[config.mk]
export PLATFORM = sky130hd
export DESIGN_NAME = pipelined_cla_adder
export DESIGN_NICKNAME = d
export VERILOG_FILES = /design/src/rtl/pipelined_cla_pkg.sv /design/src/rtl/pipelined_cla_adder_slice.sv /design/src/rtl/pipelined_cla_adder.sv
export SDC_FILE = /design/constraint.sdc
export NUM_CORES = 1
export LEC_CHECK = 0
export BUFFER_PORTS_ARGS = -buffer_cell sky130_fd_sc_hd__buf_2
export CORE_MARGIN = 2
export CORE_UTILIZATION = 50
export DETAILED_ROUTE_END_ITERATION = 7
export GPL_TIMING_DRIVEN = 1
export PLACE_DENSITY = 0.77
export SYNTH_ARGS = -nofsm -noshare
export SYNTH_HDL_FRONTEND = slang
export SYNTH_SLANG_ARGS = --single-unit
[constraint.sdc]
create_clock -name clock -period 3.2 [get_ports clock]
set_clock_uncertainty 0.2 [all_clocks]
set_input_delay 0.32 -clock clock [delete_from_list [all_inputs] [get_ports clock]]
set_output_delay 0.32 -clock clock [all_outputs]
set_load 0.005 [all_outputs]
[src/rtl/pipelined_cla_pkg.sv]
// Shared definitions for the pipelined carry-lookahead adder/subtractor:
// default geometry, per-stage control flags and parameter sanity helpers.
package pipelined_cla_pkg;

  localparam int DEFAULT_WIDTH  = 32;
  localparam int DEFAULT_STAGES = 2;
  localparam int DEFAULT_GROUP  = 4;
  localparam int SW             = DEFAULT_WIDTH / DEFAULT_STAGES;

  // Control bits that every stage hands to the next one along with its data.
  typedef struct packed {
    logic valid;
    logic carry;
  } stage_flags_t;

  function automatic int slice_width(input int width, input int stages);
    return (stages > 0) ? width / stages : width;
  endfunction

  function automatic bit params_ok(input int width, input int stages, input int group);
    if (stages < 1 || stages > width) return 1'b0;
    if (width % stages != 0) return 1'b0;
    if (group < 1) return 1'b0;
    return ((width / stages) % group) == 0;
  endfunction

endpackage

[src/rtl/pipelined_cla_adder_slice.sv]
// Combinational SW-bit adder slice with two-level carry lookahead:
// bit p/g resolve inside GROUP-bit groups, group p/g resolve across the slice.
module cla_slice #(
  parameter int SW    = 16,
  parameter int GROUP = 4
) (
  input  logic [SW-1:0] a,
  input  logic [SW-1:0] b,
  input  logic          c_in,
  output logic [SW-1:0] s,
  output logic          c_out,
  output logic          c_msb
);

  localparam int NG = SW / GROUP;

  logic [SW-1:0] p;
  logic [SW-1:0] g;
  logic [SW-1:0] c;
  logic [NG-1:0] gg;
  logic [NG-1:0] gp;
  logic [NG:0]   cg;

  assign p = a | b;
  assign g = a & b;

  always_comb begin
    gg = '0;
    gp = '1;
    for (int j = 0; j < NG; j++) begin
      for (int i = 0; i < GROUP; i++) begin
        gg[j] = g[j*GROUP+i] | (p[j*GROUP+i] & gg[j]);
        gp[j] = gp[j] & p[j*GROUP+i];
      end
    end
  end

  // Every carry is expanded as a sum of products back to the nearest known
  // carry, so no carry waits on its neighbour within a level.
  always_comb begin
    logic run;
    run = 1'b1;
    cg  = '0;
    c   = '0;
    for (int j = 0; j <= NG; j++) begin
      run = 1'b1;
      for (int m = j - 1; m >= 0; m--) begin
        cg[j] = cg[j] | (run & gg[m]);
        run   = run & gp[m];
      end
      cg[j] = cg[j] | (run & c_in);
    end
    for (int j = 0; j < NG; j++) begin
      for (int i = 0; i < GROUP; i++) begin
        run = 1'b1;
        for (int m = i - 1; m >= 0; m--) begin
          c[j*GROUP+i] = c[j*GROUP+i] | (run & g[j*GROUP+m]);
          run          = run & p[j*GROUP+m];
        end
        c[j*GROUP+i] = c[j*GROUP+i] | (run & cg[j]);
      end
    end
  end

  assign s     = a ^ b ^ c;
  assign c_out = cg[NG];
  assign c_msb = c[SW-1];

endmodule

[src/rtl/pipelined_cla_adder.sv]
// Pipelined WIDTH-bit adder/subtractor: one CLA slice per stage, registered
// inter-slice carry, global stall driven by the output handshake.
module pipelined_cla_adder
  import pipelined_cla_pkg::*;
#(
  parameter int WIDTH  = 32,
  parameter int STAGES = 2,
  parameter int GROUP  = 4
) (
  input  logic             clock,
  input  logic             reset,
  input  logic             io_in_valid,
  output logic             io_in_ready,
  input  logic [WIDTH-1:0] io_in_a,
  input  logic [WIDTH-1:0] io_in_b,
  input  logic             io_in_c_in,
  input  logic             io_in_sub,
  output logic             io_out_valid,
  input  logic             io_out_ready,
  output logic [WIDTH-1:0] io_out_s,
  output logic             io_out_c_out,
  output logic             io_out_ovf
);

  localparam int SLICE_W = slice_width(WIDTH, STAGES);

  if (!params_ok(WIDTH, STAGES, GROUP)) begin : g_param_check
    $error("pipelined_cla_adder: WIDTH/STAGES/GROUP do not split into whole slices and groups");
  end

  logic             adv;
  logic [WIDTH-1:0] b_eff;
  logic             cin_eff;

  assign adv         = !io_out_valid || io_out_ready;
  assign io_in_ready = adv;
  assign b_eff       = io_in_sub ? ~io_in_b : io_in_b;
  assign cin_eff     = io_in_c_in ^ io_in_sub;

  for (genvar k = 0; k < STAGES; k++) begin : g_stage
    localparam int SRC_W = WIDTH - k * SLICE_W;
    localparam int LO_W  = (k + 1) * SLICE_W;

    logic [SRC_W-1:0]   src_a;
    logic [SRC_W-1:0]   src_b;
    logic               src_valid;
    logic               src_carry;
    logic [SLICE_W-1:0] slice_s;
    logic               slice_cout;
    logic               slice_cmsb;
    logic [LO_W-1:0]    next_s_lo;
    logic [LO_W-1:0]    s_lo;
    stage_flags_t       flags;

    if (k == 0) begin : g_entry
      assign src_a     = io_in_a;
      assign src_b     = b_eff;
      assign src_valid = io_in_valid;
      assign src_carry = cin_eff;
      assign next_s_lo = slice_s;
    end else begin : g_chain
      assign src_a     = g_stage[k-1].g_fwd.a_hi;
      assign src_b     = g_stage[k-1].g_fwd.b_hi;
      assign src_valid = g_stage[k-1].flags.valid;
      assign src_carry = g_stage[k-1].flags.carry;
      assign next_s_lo = {slice_s, g_stage[k-1].s_lo};
    end

    cla_slice #(
      .SW    (SLICE_W),
      .GROUP (GROUP)
    ) u_slice (
      .a     (src_a[SLICE_W-1:0]),
      .b     (src_b[SLICE_W-1:0]),
      .c_in  (src_carry),
      .s     (slice_s),
      .c_out (slice_cout),
      .c_msb (slice_cmsb)
    );

    always_ff @(posedge clock) begin
      if (reset) begin
        flags <= '0;
        s_lo  <= '0;
      end else if (adv) begin
        flags.valid <= src_valid;
        flags.carry <= slice_cout;
        s_lo        <= next_s_lo;
      end
    end

    // Upper operand bits ride along until their own stage consumes them;
    // only the final stage needs the carry into the result MSB.
    if (k < STAGES - 1) begin : g_fwd
      logic [SRC_W-SLICE_W-1:0] a_hi;
      logic [SRC_W-SLICE_W-1:0] b_hi;
      logic                     cmsb_unused;

      assign cmsb_unused = slice_cmsb;

      always_ff @(posedge clock) begin
        if (reset) begin
          a_hi <= '0;
          b_hi <= '0;
        end else if (adv) begin
          a_hi <= src_a[SRC_W-1:SLICE_W];
          b_hi <= src_b[SRC_W-1:SLICE_W];
        end
      end
    end else begin : g_last
      logic msb_cin;

      always_ff @(posedge clock) begin
        if (reset) begin
          msb_cin <= 1'b0;
        end else if (adv) begin
          msb_cin <= slice_cmsb;
        end
      end
    end
  end

  assign io_out_valid = g_stage[STAGES-1].flags.valid;
  assign io_out_s     = g_stage[STAGES-1].s_lo;
  assign io_out_c_out = g_stage[STAGES-1].flags.carry;
  assign io_out_ovf   = g_stage[STAGES-1].g_last.msb_cin ^ g_stage[STAGES-1].flags.carry;

endmodule
==> tab_implementation.tex <==
\begin{tabular}{lr}
\hline
Metric & Value \\
\hline
\multicolumn{2}{l}{\textbf{Critical path}} \\
\quad Maximum fanout along the worst path & 4 \\
\quad Endpoint class of the critical path & flip-flop \\
\quad Launching point of the worst reg2reg path & g\_stage[0].g\_fwd.a\_hi[4] \\
\quad Startpoint types & primary input \\
\quad Register-to-register setup slack & $\sim$410 ps \\
\quad Worst endpoint required time & 3270 ps \\
\quad Startpoint of the worst setup timing path & io\_in\_sub \\
\quad Worst Setup Path Type & primary input to flip-flop \\
\quad CP Data Arrival Time & 2970 ps \\
\multicolumn{2}{l}{\textbf{Logic synthesis}} \\
\quad Number of distinct library cell variants in the gate-level netlist after synthesis & between 40 and 50 \\
\quad Instance count of the mapped netlist & 634 \\
\quad Sequential element share of the synthesized area & 0.3279 \\
\quad Share of flip-flops with an asynchronous set or reset after synthesis & 0 \\
\quad Cell taking the most area after synthesis & sky130\_fd\_sc\_hd\_\_dfxtp\_1 \\
\quad Count of warnings emitted by yosys & 0 \\
\quad Predominant post-synthesis flop cell & sky130\_fd\_sc\_hd\_\_dfxtp\_1 \\
\quad Nets in the synthesized netlist & 775 \\
\quad EDFF count, synth & 0 \\
\quad Cell types occupying the most area after synthesis & sky130\_fd\_sc\_hd\_\_dfxtp\_1, sky130\_fd\_sc\_hd\_\_ha\_1, sky130\_fd\_sc\_hd\_\_nand2\_1 \\
\quad Area of the mapped netlist & around 0.0052 mm2 \\
\quad Total of flip-flops plus latches after synthesis & 85 \\
\quad Average footprint of a synthesized cell & 8.184 um2 \\
\quad Area share of the largest cell type after synthesis & 0.3279 \\
\multicolumn{2}{l}{\textbf{CTS}} \\
\quad Number of clock buffers inserted by TritonCTS & 9 \\
\quad Largest buffer count on any clock path & 2 \\
\quad Sinks on the clock net & 85 \\
\quad \# resized after CTS & 0 \\
\quad TritonCTS clock tree & done \\
\quad CTS H-tree lvls & 3 \\
\quad Cell at the root of the clock tree & sky130\_fd\_sc\_hd\_\_clkbuf\_8 \\
\quad Clock latency at the later pin of the worst-skew pair & roughly 350 ps \\
\quad Clock transition at the registers of the reported paths & $\sim$90 ps \\
\quad Number of buffers inserted to repair setup after CTS & 0 \\
\quad Total of hold buffers inserted after clock tree synthesis & 3 \\
\multicolumn{2}{l}{\textbf{Timing}} \\
\quad Transition at the pin with the smallest max-transition slack & 774.9 ps \\
\quad Final Hold Violating Endpoints & 0 \\
\quad Final worst-path setup slack & roughly 300 ps \\
\quad Final Cycle Share & 0.9058 \\
\quad Max-slew headroom & 0.4834 \\
\quad Time the final worst path needs with I/O delays and setup & just under 3000 ps \\
\quad Final slew viol count & 0 \\
\quad Finish-stage setup viols & 0 \\
\quad Fmax & 0.3450 GHz \\
\quad Unrepaired setup endpoints after global routing & false \\
\multicolumn{2}{l}{\textbf{Detailed routing}} \\
\quad DRC & 0 \\
\quad Average wire length per cell after detail routing & 12.83 um \\
\quad Routed vias/inst & 5.016 \\
\quad Total number of vias & 4379 \\
\quad Pre-antenna DRT Iters & 4 \\
\quad Iteration-0 DRC count of the detailed router & approximately 170 \\
\quad Wire length reported by the detailed router & 11200 um \\
\quad Antenna viol nets, final & 0 \\
\multicolumn{2}{l}{\textbf{Die}} \\
\quad Width of the die & 105.9 um \\
\quad Number of core rows & 37 \\
\quad Initial Utilization & 0.5095 \\
\quad DIE HEIGHT & 105.9 um \\
\quad Die area & 0.01121 mm2 \\
\quad Area of the core & 0.01018 mm2 \\
\quad I/O pin total & between 100 and 150 \\
\multicolumn{2}{l}{\textbf{Final layout}} \\
\quad Nets@finish & 872 \\
\quad Most common cell after layout, fill and taps aside & sky130\_fd\_sc\_hd\_\_buf\_2 \\
\quad Layout cells sized above 1 & 0.1929 \\
\quad Layout overhead on the synthesized area & 17.29\% \\
\quad Most used cells in the layout excluding fill and tap cells & sky130\_fd\_sc\_hd\_\_buf\_2, sky130\_fd\_sc\_hd\_\_nand2\_1, sky130\_fd\_sc\_hd\_\_dfxtp\_1, sky130\_fd\_sc\_hd\_\_inv\_1, sky130\_fd\_sc\_hd\_\_ha\_1 \\
\multicolumn{2}{l}{\textbf{Placement}} \\
\quad Pre-CTS worst setup slack & -54.76 ps \\
\quad Buffers added on ports & 105 \\
\quad Post-DP HPWL & 8335 um \\
\quad RePlAce Congestion & 0.8241 \\
\multicolumn{2}{l}{\textbf{Pwr}} \\
\quad Maximum vdd ir drop & 0.0002863 V \\
\quad Power Dens Cells & 450.8 mW/mm2 \\
\quad Leakage power summed over all cells & 2.942 nW \\
\quad Overall Power & 0.002743 W \\
\multicolumn{2}{l}{\textbf{Worst hold path}} \\
\quad Hold Crit Class & primary input to flip-flop \\
\quad Startpoint of the worst hold path & io\_in\_a[28] \\
\multicolumn{2}{l}{\textbf{Run}} \\
\quad MaxCap Viol Count & 0 \\
\multicolumn{2}{l}{\textbf{Outcome}} \\
\quad Outcome & finished clean \\
\multicolumn{2}{l}{\textbf{Global routing}} \\
\quad Maximum number of pins on one net before global-route repair & 82 \\
\quad Global-route wire length before repair & 19040 um \\
\quad Remaining global-route overflow & 0 \\
\quad Antenna violations before repair & 1 \\
\quad Total global-route track usage & 0.2050 \\
\quad Via count of the first global-routing pass & between 4000 and 5000 \\
\hline
\end{tabular}
## worst max-delay path: stages
cell and delay (ps):
sky130_fd_sc_hd__buf_2 170, sky130_fd_sc_hd__xor2_1 220, sky130_fd_sc_hd__inv_1 70, sky130_fd_sc_hd__ha_1 210
sky130_fd_sc_hd__or4_4 560, sky130_fd_sc_hd__a21oi_4 180, sky130_fd_sc_hd__a21oi_2 110, sky130_fd_sc_hd__buf_4 170
sky130_fd_sc_hd__nor2_1 80, sky130_fd_sc_hd__nor2_1 60, sky130_fd_sc_hd__fa_1 410, sky130_fd_sc_hd__xnor2_1 150
sky130_fd_sc_hd__nand2_1 70, sky130_fd_sc_hd__a21oi_1 190
## state kept, by name (all words and copies together), names as in the netlist
name	cells
io_out_s	32
g_stage.g_fwd.a_hi	16
g_stage.g_fwd.b_hi	16
g_stage.s_lo	16
g_stage.g_last.msb_cin	1
g_stage.src_carry	1
g_stage.src_valid	1
io_out_c_out	1
io_out_valid	1
## area by class of cell
type	count	area, um2
fillers	915	4099
multi-input cells	438	3074
flip-flops and latches	85	1702
repair buffers	118	643.1
inverters	79	296.5
well taps	136	170.2
clock buffers	9	123.9
clock inverters	7	73.82
diodes	1	2.502
## cells in the mapped netlist, types with 2 or more instances
cell and number:
sky130_fd_sc_hd__nor2_1 48, sky130_fd_sc_hd__xor2_1 32, sky130_fd_sc_hd__o31ai_1 3, sky130_fd_sc_hd__nor4_1 2, sky130_fd_sc_hd__a31oi_4 2, sky130_fd_sc_hd__nor3b_1 2, sky130_fd_sc_hd__xnor2_1 23, sky130_fd_sc_hd__buf_1 13
sky130_fd_sc_hd__ha_1 63, sky130_fd_sc_hd__clkbuf_1 18, sky130_fd_sc_hd__a21oi_1 61, sky130_fd_sc_hd__nor3_1 8, sky130_fd_sc_hd__o211ai_1 3, sky130_fd_sc_hd__dfxtp_1 85, sky130_fd_sc_hd__nand3_1 3, sky130_fd_sc_hd__inv_1 78
sky130_fd_sc_hd__a211oi_1 32, sky130_fd_sc_hd__nand2b_1 2, sky130_fd_sc_hd__o21bai_1 9, sky130_fd_sc_hd__o21a_1 2, sky130_fd_sc_hd__nand3b_1 4, sky130_fd_sc_hd__a31oi_1 3, sky130_fd_sc_hd__fa_1 8, sky130_fd_sc_hd__nor2b_1 6
sky130_fd_sc_hd__nand2_1 103, sky130_fd_sc_hd__o21ai_0 2
## logic make-up after synthesis
logic type | after synthesis | share of synthesized area
AND/OR/NAND/NOR | 183 | 0.1488
flip-flops | 85 | 0.3279
XOR/XNOR | 55 | 0.09284
adder cells (fa/ha/maj) | 71 | 0.1828
buffers and inverters | 111 | 0.08102
AO/OA/AOI/OAI | 129 | 0.1666
## routing by layer
metal / global-route usage / up-vias / wire, um
li1: - / 2237 / -
met1: 0.2584 / 2026 / 5028
met2: 0.3608 / 110 / 5561
met3: 0.03401 / 6 / 551
met4: 0.05733 / 0 / 59
met5: 0 / - / 0
## metrics by stage
| stage | cells | TNS [ps] | util | hold slack (ps) | cell area, um2 |
|---|---|---|---|---|---|
| floorplan | 634 | 0 | - | 231.5 | 5199 |
| detailed placement | 853 | -90.00 | 0.5749 | 241.4 | 5856 |
| finish | 873 | 0 | 0.5975 | 15.29 | 6086 |
| CTS | 872 | 0 | 0.5973 | 0.3293 | 6083 |
| global route | 872 | 0 | 0.5973 | 4.453 | 6083 |
| global placement | 853 | 0 | 0.5749 | 236.2 | 5856 |
## where the power goes
part / switching, W / internal, W / total, W
combinational: 0.000378 / 0.000337 / 0.000715
sequential: 0.0000702 / 0.00118 / 0.00125
clock: 0.000408 / 0.000366 / 0.000774
## final timing paths
path,end,cells after the start
hold / removal,g_stage[0].g_fwd.a_hi[12],3
setup / recovery,g_stage[0].s_lo[9],14
hold reg to reg,io_out_s[28],2
setup reg to reg,io_out_s[29],9
Note: power is estimated with default switching activity, not from simulation.
